### config.mk
export PLATFORM = sky130hd
export DESIGN_NAME = count_dir_decoder
export DESIGN_NICKNAME = d
export VERILOG_FILES = /design/src/rtl/count_dir_pkg.sv /design/src/rtl/count_step_classifier.sv /design/src/rtl/count_dir_decoder.sv
export SDC_FILE = /design/constraint.sdc
export NUM_CORES = 1
export LEC_CHECK = 0
export ABC_CLOCK_PERIOD_IN_PS = 4200
export CORE_ASPECT_RATIO = 1.1
export CORE_UTILIZATION = 50
export DETAILED_ROUTE_END_ITERATION = 6
export GPL_ROUTABILITY_DRIVEN = 0
export PLACE_DENSITY = 0.8
export REMOVE_ABC_BUFFERS = 1
export SLEW_MARGIN = 20
export SYNTH_ARGS = -nofsm -noshare
export SYNTH_HDL_FRONTEND = slang
export SYNTH_SLANG_ARGS = --single-unit
### constraint.sdc
create_clock -name clk -period 4.2 [get_ports clk]
set_input_delay 0.84 -clock clk [delete_from_list [all_inputs] [get_ports clk]]
set_output_delay 0.84 -clock clk [all_outputs]
set_load 0.005 [all_outputs]
### src/rtl/count_dir_pkg.sv
// Shared types for the count direction decoder: FSM states and per-step classes.
package count_dir_pkg;

  typedef enum logic [1:0] {
    S_INIT = 2'd0,
    S_ACQ  = 2'd1,
    S_UP   = 2'd2,
    S_DOWN = 2'd3
  } state_t;

  typedef enum logic [1:0] {
    STEP_UP = 2'd0,
    STEP_DN = 2'd1,
    HOLD    = 2'd2,
    ILLEGAL = 2'd3
  } step_t;

endpackage

### src/rtl/count_step_classifier.sv
// Combinational: classifies the modular step prev -> count and flags wrap-around.
module count_step_classifier
  import count_dir_pkg::*;
#(
  parameter int WIDTH = 3
) (
  input  logic [WIDTH-1:0] prev_i,
  input  logic [WIDTH-1:0] count_i,
  output step_t            step_o,
  output logic             wrap_o
);

  logic [WIDTH-1:0] delta;

  assign delta = count_i - prev_i;

  always_comb begin
    step_o = ILLEGAL;
    if (delta == WIDTH'(1))       step_o = STEP_UP;
    else if (delta == '1)         step_o = STEP_DN;
    else if (delta == '0)         step_o = HOLD;
  end

  // Up out of the max code or down out of zero crosses the modulus boundary.
  assign wrap_o = ((step_o == STEP_UP) && (prev_i == '1)) ||
                  ((step_o == STEP_DN) && (prev_i == '0));

endmodule

### src/rtl/count_dir_decoder.sv
// Monitors an up/down counter bus, recovers its direction, lock status, wrap and
// reversal pulses and a saturating run length. All outputs registered, one edge late.
module count_dir_decoder
  import count_dir_pkg::*;
#(
  parameter int WIDTH    = 3,
  parameter int LOCK_CNT = 2,
  parameter int RUN_W    = 8
) (
  input  logic             clk,
  input  logic             rst,
  input  logic [WIDTH-1:0] count_in,
  output logic             dir_out,
  output logic             locked,
  output logic             step_err,
  output logic             wrap_pulse,
  output logic             dir_change,
  output logic [RUN_W-1:0] run_len
);

  localparam logic [RUN_W-1:0] RUN_MAX  = '1;
  localparam logic [RUN_W-1:0] LOCK_TGT = RUN_W'(LOCK_CNT);

  state_t           state_q, state_d;
  logic [WIDTH-1:0] prev_q;
  logic [RUN_W-1:0] lock_cnt_q, lock_cnt_d;
  logic [RUN_W-1:0] run_q, run_d;
  logic             dir_q, dir_d;
  logic             locked_q, locked_d;
  logic             err_q, err_d;
  logic             wrap_q, wrap_d;
  logic             chg_q, chg_d;

  step_t            step;
  logic             wrap;
  logic             going_up;
  logic             same_dir;

  count_step_classifier #(
    .WIDTH (WIDTH)
  ) u_classifier (
    .prev_i  (prev_q),
    .count_i (count_in),
    .step_o  (step),
    .wrap_o  (wrap)
  );

  assign going_up = (step == STEP_UP);
  assign same_dir = ((state_q == S_UP) && going_up) ||
                    ((state_q == S_DOWN) && !going_up);

  always_comb begin
    state_d    = state_q;
    lock_cnt_d = lock_cnt_q;
    run_d      = run_q;
    dir_d      = dir_q;
    err_d      = 1'b0;
    wrap_d     = 1'b0;
    chg_d      = 1'b0;

    if (state_q == S_INIT) begin
      state_d = S_ACQ;
    end else begin
      unique case (step)
        STEP_UP, STEP_DN: begin
          wrap_d  = wrap;
          dir_d   = going_up;
          state_d = going_up ? S_UP : S_DOWN;
          if (state_q == S_ACQ) begin
            run_d      = RUN_W'(1);
            lock_cnt_d = RUN_W'(1);
          end else if (same_dir) begin
            run_d      = (run_q == RUN_MAX) ? run_q : run_q + RUN_W'(1);
            lock_cnt_d = (lock_cnt_q >= LOCK_TGT) ? lock_cnt_q : lock_cnt_q + RUN_W'(1);
          end else begin
            chg_d      = 1'b1;
            run_d      = RUN_W'(1);
            lock_cnt_d = RUN_W'(1);
          end
        end
        ILLEGAL: begin
          err_d      = 1'b1;
          state_d    = S_ACQ;
          run_d      = '0;
          lock_cnt_d = '0;
        end
        default: begin
          // Stalls leave direction, run and lock untouched.
        end
      endcase
    end

    locked_d = ((state_d == S_UP) || (state_d == S_DOWN)) && (lock_cnt_d >= LOCK_TGT);
  end

  always_ff @(posedge clk or posedge rst) begin
    if (rst) begin
      state_q    <= S_INIT;
      prev_q     <= '0;
      lock_cnt_q <= '0;
      run_q      <= '0;
      dir_q      <= 1'b0;
      locked_q   <= 1'b0;
      err_q      <= 1'b0;
      wrap_q     <= 1'b0;
      chg_q      <= 1'b0;
    end else begin
      state_q    <= state_d;
      prev_q     <= count_in;
      lock_cnt_q <= lock_cnt_d;
      run_q      <= run_d;
      dir_q      <= dir_d;
      locked_q   <= locked_d;
      err_q      <= err_d;
      wrap_q     <= wrap_d;
      chg_q      <= chg_d;
    end
  end

  assign dir_out    = dir_q;
  assign locked     = locked_q;
  assign step_err   = err_q;
  assign wrap_pulse = wrap_q;
  assign dir_change = chg_q;
  assign run_len    = run_q;

endmodule

==> results_dict.tcl <==
set metrics [dict create \
    cellPowerDensity_mw_per_mm2 349 \
    async_flop_share_pct 100 \
    synth_area_mm2 0.00151 \
    seq_power_share_pct 49.6 \
    firstDrtPassIters 4 \
    wl_um 2850 \
    cts_sinks 26 \
    combPwrFrac_pct 33.5 \
    max_cap_viol_count 0 \
    post_cts_buffers 0 \
    grt_pass1_vias 1170 \
    die_x_um 54.4 \
    endpoint_kind "flip-flop" \
    die_h_um 59.6 \
    io_pins 18 \
    synth_area_per_cell_um2 10.0 \
    p_leak_uw 0.000734 \
    ctsHtreeMaxLevel 1 \
    cpPeakStageDelay_ps 630 \
    insertedDiodeCount 0 \
    p_int_uw 395 \
    switchingPower_uw 203 \
    dr.first_iter.drc_count 42 \
    hpwlAfterDp_um 2150 \
    track_usage_pct 20.8 \
    path_cells "clkdlybuf4s50_1 -> inv_1 -> ha_1 -> fa_1 -> xnor3_2 -> mux2i_1 -> and2_2 -> nand2b_1 -> o311ai_0" \
    tns_ps 0 \
    outcome "finished clean" \
    start_util_pct 53.4 \
    cp.arrival_ps 3480 \
    netlist.area_leader.share_pct 43.1 \
    min_period_ps 3270 \
    hold_viol_final 0 \
    drive_above_1_share_pct 9.04 \
    num_rows 20 \
    worst_pin_slew_ps 892 \
    ys_ff_latch 26 \
    drv_slew 0 \
    nets 178 \
    root_buffer "clkbuf_4" \
    rsz0062_at_grt "no" \
    start_kind "primary input" \
    core_region_area_mm2 0.00283 \
    portBuffers 17 \
    wl_per_cell_um 14.3 \
    peakVddDrop_uv 297 \
    setup_viol 0 \
    vias 1179 \
    synth_warnings 0 \
    hold_buffers 0 \
    placed_cells 196 \
    postSynthCellCount 151 \
    seq_area_frac_synth_pct 43.1 \
    fin_skew_ps 0.990 \
    synth_flop_cell "dfrtp_1" \
    antenna_found_initial 0 \
    clk_path_buf_depth 2 \
    max_freq_ghz 0.306 \
    period_share_pct 77.8 \
    synth-edff-count 0 \
    synthTopCellsByArea "dfrtp_1, a21oi_1, ha_1" \
    path_clk_slew_ps 130 \
    r2r_slack_ps 1560 \
    cp_max_fo 11 \
    synth.distinct_cells 51 \
    required_ps 4410 \
    p_clk_share_pct 16.9 \
    grt_pass1_wl_um 4940 \
    cts-resized-gates 0 \
    grt_max_degree 27 \
    hold_ws_ps 493 \
    ant_nets 0 \
    overflow 0 \
    numCtsBuffers 3 \
    cts_tree "done" \
    path_class "in2reg" \
    drc_errors 0 \
    syn_to_final_growth_pct 13.7 \
    switching_share_pct 33.9 \
    die_area_mm2 0.00324 \
    critPathSlowestCell "xnor3_2" \
    synth_top_cell_by_area "dfrtp_1" \
    fin_cells 199 \
    slew_headroom_pct 40.2 \
    clk_latency_ps 310 \
    hold_class "reg2reg" \
    via_per_inst 5.92 \
]
final cells by class:
cell class | count | area (um^2)
clock buffers | 3 | 22.5
multi-input cells | 113 | 806
flip-flops and latches | 26 | 651
well taps | 33 | 41.3
inverters | 7 | 26.3
fillers | 234 | 1110
repair buffers | 17 | 170
final timing paths:
kind                            endpoint     startpoint  depth (start not counted)
hold reg to reg            lock_cnt_q[5]  lock_cnt_q[5]                          1
setup reg to reg              run_len[5]      prev_q[0]                          7
min in group asynchronous         locked            rst                          2
max in group asynchronous     wrap_pulse            rst                          2
hold / removal             lock_cnt_q[5]  lock_cnt_q[5]                          1
setup / recovery              run_len[5]    count_in[0]                          9
worst max-delay path, delay by kind of cell:
family / cells / cell delay, ps
xor gates and xnor gates: 1 / 630
adders and majority gates: 2 / 610
muxes: 1 / 270
buffers and inverters: 2 / 520
and+or+nand+nor: 2 / 330
AOI/OAI and AO/OA: 1 / 270
placed cells by master (no fill, tap or decap), types with 2 or more instances in the layout:
master,netlist,layout
ha_1,4,4
and2_1,5,5
a21oi_1,13,13
and3_1,2,2
nor2b_1,5,5
nor3_1,2,2
mux2i_1,2,2
o311ai_0,2,2
nor3b_1,3,3
clkbuf_4,0,3
nand2_1,11,11
nand2b_1,5,5
a22o_1,2,2
o21a_1,2,2
clkdlybuf4s50_1,0,17
o21ai_0,4,4
nor2_1,11,11
and3b_1,2,2
nand3_1,2,2
o2bb2ai_1,2,2
dfrtp_1,26,26
o22ai_1,3,3
nand4_1,4,4
inv_1,7,6
or4_1,2,2
layer usage:
metal | track usage [%] | up-vias | part of all wire [%] | routed length, um
met4 | 8.42 | 0 | 1.6 | 46
met5 | 0 | - | 0 | 0
met1 | 26.0 | 564 | 46 | 1320
met3 | 2.82 | 6 | 2.8 | 80
met2 | 35.2 | 27 | 49 | 1400
li1 | - | 582 | - | -
stage by stage:
| stage | setup WS, ps | utilization [%] | area (um^2) | total power (uW) |
|---|---|---|---|---|
| floorplan | 1300 | - | 1480 | 439 |
| global placement | 700 | 59.9 | 1690 | 496 |
| detailed placement | 603 | 59.9 | 1690 | 502 |
| CTS | 947 | 60.7 | 1720 | 604 |
| global route | 773 | 60.7 | 1720 | 638 |
| finish | 931 | 60.7 | 1720 | 598 |
registers in the layout (all words and copies together) (netlist names):
name        count
dir_change      1
dir_out         1
lock_cnt_q      8
locked          1
prev_q          3
run_len         8
state_q         2
step_err        1
wrap_pulse      1
power by group through the flow:
| stage | registers (uW) | logic [uW] | clock network, uW |
|---|---|---|---|
| after global routing | 301 | 223 | 114 |
| after global placement | 301 | 195 | 0 |
| after CTS | 297 | 202 | 106 |
| final | 297 | 200 | 101 |
| after floorplan | 298 | 141 | 0 |
| after detailed placement | 302 | 200 | 0 |
Yosys cell counts (3+ instances only):
library cell,number
a21oi_1,13
and2_1,5
nor2b_1,5
o22ai_1,3
nor3b_1,3
dfrtp_1,26
nand2b_1,5
inv_1,7
clkbuf_1,3
ha_1,4
o21ai_0,4
nor2_1,11
nand4_1,4
nand2_1,11
cells by family after synthesis:
family                   after synthesis  synth area share [%]
XOR/XNOR                               3                  3.98
flip-flops                            26                  43.1
multiplexers                           3                  2.82
adder cells (fa/ha/maj)                5                  4.64
buffers and inverters                 12                  3.56
AND/OR/NAND/NOR                       63                  24.4
AO/OA/AOI/OAI                         39                  17.5
Note: power is estimated with default switching activity, not from simulation.
